`config.mk`:
```
export PLATFORM = sky130hd
export DESIGN_NAME = lift_car_door_fsm
export DESIGN_NICKNAME = d
export VERILOG_FILES = /design/src/rtl/lift_pkg.sv /design/src/rtl/lift_car_door_fsm.sv
export SDC_FILE = /design/constraint.sdc
export NUM_CORES = 1
export LEC_CHECK = 0
export BUFFER_PORTS_ARGS = -buffer_cell sky130_fd_sc_hd__buf_2
export CORE_AREA = 2 2 39 41
export CTS_BUF_LIST = sky130_fd_sc_hd__clkbuf_4
export DETAILED_ROUTE_END_ITERATION = 12
export DIE_AREA = 0 0 41 43
export SYNTH_ARGS = -nofsm -noshare
export SYNTH_HDL_FRONTEND = slang
export SYNTH_SLANG_ARGS = --single-unit
```
`constraint.sdc`:
```
create_clock -name clk -period 1.55 [get_ports clk]
set_clock_uncertainty 0.05 [all_clocks]
set_input_delay 0.0775 -clock clk [delete_from_list [all_inputs] [get_ports clk]]
set_output_delay 0.0775 -clock clk [all_outputs]
set_load 0.1 [all_outputs]
```
`src/rtl/lift_pkg.sv`:
```
`default_nettype none
// ============================================================================
//  Module      : lift_pkg
//  Description : Shared types and constants for the lift car model: the car
//                state enumeration, the direction encoding and a small helper
//                deciding whether a move request is physically possible.
//  Revision    : 1.0  initial release
// ============================================================================
package lift_pkg;

    typedef enum logic [2:0] {
        ST_IDLE         = 3'd0,
        ST_MOVING       = 3'd1,
        ST_DOOR_OPENING = 3'd2,
        ST_DOOR_OPEN    = 3'd3,
        ST_DOOR_CLOSING = 3'd4
    } car_state_t;

    localparam logic DIR_UP   = 1'b1;
    localparam logic DIR_DOWN = 1'b0;

    // A move is possible unless it would run off the top or bottom floor.
    function automatic logic move_legal(input logic dir,
                                        input logic at_top,
                                        input logic at_bottom);
        return (dir == DIR_UP) ? !at_top : !at_bottom;
    endfunction

endpackage
`default_nettype wire

```
`src/rtl/lift_car_door_fsm.sv`:
```
`default_nettype none
// ============================================================================
//  Module      : lift_car_door_fsm
//  Description : Door stroke sub-machine. Tracks closed / opening / open /
//                closing with a down-counting stroke timer. A reversal in
//                mid-stroke always restarts the new stroke with a full count.
//  Revision    : 1.0  initial release
// ============================================================================
module lift_car_door_fsm
    import lift_pkg::*;
#(
    parameter int DOOR_TICKS = 4
) (
    input  logic       clk,
    input  logic       reset,
    input  logic       door_open,
    input  logic       parked,
    output car_state_t door_state
);
    localparam int             DW       = (DOOR_TICKS > 1) ? $clog2(DOOR_TICKS) : 1;
    localparam logic [DW-1:0]  CNT_FULL = DW'(DOOR_TICKS - 1);

    car_state_t    state;
    car_state_t    state_next;
    logic [DW-1:0] cnt;
    logic [DW-1:0] cnt_next;

    // Door state and stroke timer registers.
    always_ff @(posedge clk or negedge reset) begin
        if (!reset) begin
            state <= ST_IDLE;
            cnt   <= '0;
        end else begin
            state <= state_next;
            cnt   <= cnt_next;
        end
    end

    // Next door state; the counter holds the remaining cycles of the stroke.
    always_comb begin
        state_next = state;
        cnt_next   = cnt;
        case (state)
            ST_IDLE: begin
                if (door_open && parked) begin
                    state_next = ST_DOOR_OPENING;
                    cnt_next   = CNT_FULL;
                end
            end
            ST_DOOR_OPENING: begin
                if (!door_open) begin
                    state_next = ST_DOOR_CLOSING;
                    cnt_next   = CNT_FULL;
                end else if (cnt == '0) begin
                    state_next = ST_DOOR_OPEN;
                end else begin
                    cnt_next = cnt - DW'(1);
                end
            end
            ST_DOOR_OPEN: begin
                if (!door_open) begin
                    state_next = ST_DOOR_CLOSING;
                    cnt_next   = CNT_FULL;
                end
            end
            ST_DOOR_CLOSING: begin
                if (door_open) begin
                    state_next = ST_DOOR_OPENING;
                    cnt_next   = CNT_FULL;
                end else if (cnt == '0) begin
                    state_next = ST_IDLE;
                end else begin
                    cnt_next = cnt - DW'(1);
                end
            end
            default: begin
                state_next = ST_IDLE;
                cnt_next   = '0;
            end
        endcase
    end

    assign door_state = state;

endmodule
`default_nettype wire

```
==> summary.json, run 1 <==
{
  "global_routing": {
    "first_global_vias": 280,
    "grt_max_degree": 11,
    "groute.usage.overall_pct": 9.37,
    "number_of_antenna_violations_at_the_first_check_in_global_routing": 0,
    "global_route_wire_length_before_repair_mm": 1.13,
    "gr-total-overflow": 0
  },
  "pwr": {
    "power.ir.vdd_worst_mv": 0.975,
    "p_switching_mw": 0.236,
    "p_comb_share_pct": 35.3,
    "p_int_mw": 0.360,
    "power.static_leakage_nw": 0.182,
    "pwr_density_cell_mw_per_mm2": 1460,
    "share_seq_of_total_power_pct": 37.1,
    "power_switching_share_pct": 39.6,
    "clock_power_share_pct": 27.6
  },
  "clock_network": {
    "tritoncts": "built",
    "cts.htree.levels": 1,
    "clock_insertion_delay_worst_skew_ps": 240,
    "cts.sink_count": 5,
    "cts-buffers-inserted": 3,
    "cts-root-buf": "clkbuf_4",
    "worst_setup_hold_path_clk_slew_ps": 40,
    "cts_buffer_depth": 2
  },
  "timing": {
    "hold_violations": 0,
    "max-slew-margin-rel_pct": 67.9,
    "timing.final.crit_share_pct": 86.6,
    "fmax_ghz": 0.745,
    "tns_ps": 0,
    "time_the_final_worst_path_needs_with_i_o_delays_and_setup_ps": 1340,
    "worst_slew_pin_slew_ps": 485,
    "setup_viol": 0,
    "grt_setup_unrepaired": "no",
    "final_max_slew_viol_count": 0,
    "finalWorstSetupSlack_ps": 207
  },
  "critical_path": {
    "startpoint_types": "register",
    "critPathCaptureType": "register",
    "critical_path_required_ps": 1610,
    "timing.critical_path.from": "door_state[1]",
    "worst_r2r_startpoint": "door_state[1]",
    "cp.arrival_ps": 1410,
    "critical_path.max_fanout": 10,
    "critical_path_start_end_classification": "register to register"
  },
  "route": {
    "dr_total_vias": 282,
    "vias_cell": 4.95,
    "wirelength_um": 611,
    "drt.antenna.violating_nets": 0,
    "avgRoutedWirePerCell_um": 10.7,
    "route.detailed.drc": 0,
    "drt-initial-drc-count": 9,
    "first_pass_iters": 4
  },
  "yosys": {
    "synthCells": 31,
    "synth_area_leader_cell": "dfrtp_1",
    "synth_nets": 35,
    "ys_async_sr_fraction_pct": 100,
    "seq_area_frac_synth_pct": 40.7,
    "synth.cell_area_um2": 308,
    "synth_largest_type_area_fraction_pct": 40.7,
    "syn_area_per_cell_um2": 9.93,
    "synth-edff-count": 0,
    "yosys_most_used_dff": "dfrtp_1",
    "synth_commonest_cells": "dfrtp_1 (5), nor2_1 (3)",
    "synth_most_common_cell": "dfrtp_1",
    "netlist-cell-type-count": 20,
    "synthTopCellsByArea": "dfrtp_1 (41%), o41ai_1 (5.7%), o211ai_1 (4.9%)",
    "yosys_warnings": 0,
    "number_of_synthesized_register_bits": 5
  },
  "outcome": {
    "run_status": "completed"
  },
  "layout": {
    "layout-drive-gt1-share_pct": 39.0,
    "areaGrowthSynthToFinish_pct": 32.1,
    "total_inserted_antenna_cells": 0,
    "layout.nets": 46
  },
  "floorplan": {
    "initial_utilization_pct": 22.2,
    "rows": 14,
    "x_dimension_of_the_die_um": 41,
    "core-area_mm2": 0.00138,
    "die_h_um": 43,
    "top_level_ports": 7,
    "fp.dieArea_mm2": 0.00176
  },
  "placed_design": {
    "dp_hpwl_um": 460,
    "dpl_worst_slack_ps": 209,
    "port-buffer-count": 6,
    "gpl.final_weighted_congestion": 0.772
  },
  "min_path": {
    "timing.hold.worst.start": "door_open",
    "worstHoldPathType": "primary input to register"
  },
  "run": {
    "max-cap-violations": 0
  }
}
[registers in the layout, summed over array words and instances (netlist names)]
register and cells:
cnt 2, door_state 3
[placed cells by master, fill, tap and decap left out, drive strengths merged]
cell         netlist  routed
nand2              2       2
dfrtp              5       5
or4                1       1
o211a              1       1
o21ai              1       1
a211oi             1       1
and3               1       1
a21oi              2       2
o41ai              2       2
o211ai             2       2
nor2b              2       2
a21boi             1       1
nor2               3       3
mux2               1       1
buf                1       6
nor4bb             1       1
dlygate4sd3        0       1
o21a               1       1
inv                1       1
and4b              1       1
nand2b             1       1
clkbuf             0       4
[stage by stage]
stage	std cells	area [um2]	power, mW	utilization [%]	hold WS (ps)
3_5_place_dp	52	367	0.433	26.5	-152
6_report	57	407	0.596	29.4	42.1
3_3_place_gp	52	367	0.436	26.5	-152
2_1_floorplan	31	328	0.395	-	-268
4_1_cts	57	407	0.603	29.4	36.0
5_1_grt	57	407	0.643	29.4	47.4
[critical path, cell delays in order, from the launching register on]
cell      delay [ps]
dfrtp_4          510
a211oi_1         380
o21a_1           200
o41ai_2           80
[final timing paths]
check	end	slack (ps)	cells past startpoint
hold / removal	door_state[2]	40	2
hold reg to reg	cnt[1]	560	2
min in group asynchronous	cnt[0]	130	2
setup reg to reg	cnt[0]	210	3
setup / recovery	cnt[0]	210	3
max in group asynchronous	door_state[1]	1170	2
[layer usage]
metal  track usage [%]  part of all wire (%)  wire (um)  vias to the layer above
li1                  -                     -          -                      138
met1              12.3                    49        299                      142
met2              13.4                    50        306                        2
met3              4.71                  0.65          4                        0
met4              2.00                     0          0                        0
met5                 0                     0          0                        -
[power groups by stage]
stage	clock network [mW]	registers (mW)	logic, mW
floorplan	0	0.277	0.118
global placement	0	0.223	0.213
detailed placement	0	0.224	0.209
CTS	0.170	0.221	0.212
global route	0.185	0.229	0.229
finish	0.164	0.221	0.210
[timing repair]
action,in CTS,in global routing
buffers inserted,0,0
hold endpoints to repair,5,0
hold buffers,1,0
resized for setup,0,0
[cell type report]
type | count | area (um2)
fillers | 141 | 977
inverters | 1 | 3.75
repair buffers | 7 | 40.0
multi-input cells | 24 | 179
well taps | 16 | 20.0
flip-flops and latches | 5 | 134
clock buffers | 4 | 30.0
[cell families after synthesis]
family / count (synthesis) / synth area share (%)
muxes: 1 / 3.66
AOI/OAI and AO/OA: 11 / 26.0
DFF: 5 / 40.7
buffers and inverters: 2 / 4.88
and+or+nand+nor: 12 / 24.8
Note: power is estimated with default switching activity, not from simulation.
==> inputs of run 2 (changes only) <==
- CORE_AREA: 2 2 39 41 -> 4 4 41 43
- DIE_AREA: 0 0 41 43 -> 0 0 45 47
- REMOVE_ABC_BUFFERS: unset -> 1
==> summary.json, run 2 (synthesized netlist as in run 1, its figures left out) <==
{
  "min_path": {
    "worst_hold_path.endpoint": "door_state[2]",
    "hold-path-cell-count": {"value": 2, "change": "unchanged"},
    "worstHoldPathType": "primary input to register",
    "timing.hold.worst.start": "door_open"
  },
  "critical_path": {
    "timing.critical_path.buf_inv": {"value": 0, "change": "unchanged"},
    "critical_path_start_end_classification": "register to register",
    "r2r_endpoint": "cnt[0]",
    "cp.arrival": {"value": 1460, "unit": "ps", "change": "+50 ps"},
    "worst_path_slowest_cell": "dfrtp_1",
    "critPathCaptureType": "register",
    "reg2reg_slack": {"value": 150, "unit": "ps", "change": "-50 ps"},
    "crit_path_cell_trace": "and3_4 -> o21a_1 -> o41ai_1",
    "critPathTopFamily": "compound AO/OA/AOI/OAI gates",
    "cells_on_worst_reg2reg_path": {"value": 3, "change": "unchanged"},
    "critPathMaxStageDelay": {"value": 450, "unit": "ps", "change": "-60 ps"},
    "critical_path.max_fanout": {"value": 9, "change": "-1"},
    "worst_r2r_startpoint": "door_state[0]",
    "startpoint_types": "register",
    "critical_path_required": {"value": 1620, "unit": "ps", "change": "about the same"}
  },
  "clock_network": {
    "cts-buffers-inserted": {"value": 3, "change": "unchanged"},
    "tritoncts": "built",
    "postCtsResizedCells": {"value": 0, "change": "unchanged"},
    "cts.htree.levels": {"value": 1, "change": "unchanged"},
    "clock_insertion_delay_worst_skew": {"value": 230, "unit": "ps", "change": "about the same"},
    "cts-root-buf": "clkbuf_4",
    "worst_setup_hold_path_clk_slew": {"value": 40, "unit": "ps", "change": "about the same"},
    "cts.sink_count": {"value": 5, "change": "unchanged"},
    "cts_buffer_depth": {"value": 2, "change": "unchanged"}
  },
  "global_routing": {
    "first_global_vias": {"value": 264, "change": "-5.7%"},
    "grt_max_degree": {"value": 11, "change": "unchanged"},
    "global_route_wire_length_before_repair": {"value": 1.12, "unit": "mm", "change": "-1.2%"},
    "number_of_antenna_violations_at_the_first_check_in_global_routing": {"value": 0, "change": "unchanged"},
    "gr-total-overflow": {"value": 0, "change": "unchanged"},
    "groute.usage.overall": {"value": 7.62, "unit": "%", "change": "-1.7 points"}
  },
  "placed_design": {
    "place.detailed.instances": {"value": 51, "change": "-1.9%"},
    "dpl-instance-area": {"value": 345, "unit": "um2", "change": "-5.8%"},
    "gpl.final_weighted_congestion": {"value": 0.693, "change": "-10%"},
    "port-buffer-count": {"value": 6, "change": "unchanged"}
  },
  "timing": {
    "final_max_slew_viol_count": {"value": 0, "change": "unchanged"},
    "grt_setup_unrepaired": "no",
    "worst_hold_margin": {"value": 50.7, "unit": "ps", "change": "+8.62 ps"},
    "timing.final.crit_share": {"value": 90.1, "unit": "%", "change": "+3.4 points"},
    "hold_violations": {"value": 0, "change": "unchanged"},
    "fmax": {"value": 0.716, "unit": "GHz", "change": "-3.8%"},
    "setup_viol": {"value": 0, "change": "unchanged"},
    "tns": {"value": 0, "unit": "ps", "change": "unchanged"},
    "max-slew-margin-rel": {"value": 67.6, "unit": "%", "change": "-0.29 points"},
    "time_the_final_worst_path_needs_with_i_o_delays_and_setup": {"value": 1400, "unit": "ps", "change": "+53.3 ps"},
    "worst_slew_pin_slew": {"value": 489, "unit": "ps", "change": "+4.42 ps"}
  },
  "layout": {
    "nFillCells": {"value": 147, "change": "+4.3%"},
    "final_cell_area": {"value": 385, "unit": "um2", "change": "-5.2%"},
    "mostFrequentLayoutCells": "buf_2 (6), dfrtp_1 (5), clkbuf_4 (4)",
    "layout-drive-gt1-share": {"value": 26.8, "unit": "%", "change": "-12 points"},
    "largest_register_ffs": {"value": 3, "change": "unchanged"},
    "final-instance-count-excl-fill": {"value": 56, "change": "-1.8%"},
    "areaGrowthSynthToFinish_pct": 25.2,
    "layout.nets": {"value": 46, "change": "unchanged"},
    "mostFrequentLayoutCell": "buf_2",
    "total_inserted_antenna_cells": {"value": 0, "change": "unchanged"}
  },
  "route": {
    "wirelength": {"value": 575, "unit": "um", "change": "-5.9%"},
    "route.detailed.drc": {"value": 0, "change": "unchanged"},
    "vias_cell": {"value": 4.77, "change": "-3.6%"},
    "drt.antenna.violating_nets": {"value": 0, "change": "unchanged"},
    "first_pass_iters": {"value": 3, "change": "-1"},
    "dr_total_vias": {"value": 267, "change": "-5.3%"},
    "drt-initial-drc-count": {"value": 3, "change": "-6"},
    "avgRoutedWirePerCell": {"value": 10.3, "unit": "um", "change": "-4.2%"}
  },
  "floorplan": {
    "x_dimension_of_the_die": {"value": 45, "unit": "um", "change": "+9.8%"},
    "die_h": {"value": 47, "unit": "um", "change": "+9.3%"},
    "rows": {"value": 13, "change": "-1"},
    "initial_utilization": {"value": 23.7, "unit": "%", "change": "+1.4 points"},
    "top_level_ports": {"value": 7, "change": "unchanged"},
    "core-area": {"value": 0.00130, "unit": "mm2", "change": "-6.0%"},
    "fp.dieArea": {"value": 0.00212, "unit": "mm2", "change": "+20%"}
  },
  "pwr": {
    "power.ir.vdd_worst": {"value": 0.705, "unit": "mV", "change": "-28%"},
    "pwr_density_cell": {"value": 1490, "unit": "mW/mm2", "change": "+1.5%"},
    "power.static_leakage": {"value": 0.182, "unit": "nW", "change": "-0.14%"},
    "total_power": {"value": 0.573, "unit": "mW", "change": "-3.8%"}
  },
  "run": {
    "max-cap-violations": {"value": 0, "change": "unchanged"}
  },
  "outcome": {
    "run_status": "completed"
  }
}
==> run 2: what timing repair did <==
action                                 in CTS  in global routing
endpoints found under the hold margin       5                  0
hold buffers                                1                  0
buffers inserted                            0                  0
==> run 2: worst max path at each step <==
| stage | start | endpoint | slack [ps] | cells after the start |
|---|---|---|---|---|
| after floorplan | door_state[2] | door_state[2] | -370 | 3 |
| after global placement | door_state[0] | cnt[0] | 170 | 3 |
| after detailed placement | door_state[0] | cnt[0] | 150 | 3 |
| after CTS | door_state[0] | cnt[0] | 140 | 3 |
| after global routing | door_state[0] | cnt[0] | 20 | 3 |
| final | door_state[0] | cnt[0] | 150 | 3 |
==> run 2: power by group <==
| part | switching [mW] | leakage [nW] | internal (mW) |
|---|---|---|---|
| clock | 0.0468 | 0.0184 | 0.114 |
| sequential | 0.0500 | 0.0623 | 0.164 |
| combinational | 0.130 | 0.101 | 0.0676 |
| total | 0.226 | 0.182 | 0.346 |
==> run 2: metrics by stage <==
| step | setup slack [ps] | util, % |
|---|---|---|
| after detailed placement | 154 | 26.5 |
| after floorplan | -368 | - |
| after CTS | 144 | 29.6 |
| final | 154 | 29.6 |
| after global placement | 166 | 26.5 |
| after global routing | 16.7 | 29.6 |
==> run 2: metal layers <==
metal  global-route usage (%)  up-vias  routed length [um]
met1                     9.45      118                 310
met5                        0        -                   0
li1                         -      141                   -
met4                     1.75        0                   0
met2                     10.5        8                 224
met3                     5.75        0                  41
==> run 2: cell type report <==
class,instances,area (um2),area share (%)
flip-flops and latches,5,125,32.5
well taps,15,18.8,4.87
repair buffers,7,40.0,10.4
inverters,1,3.75,0.974
multi-input cells,24,168,43.5
clock buffers,4,30.0,7.79
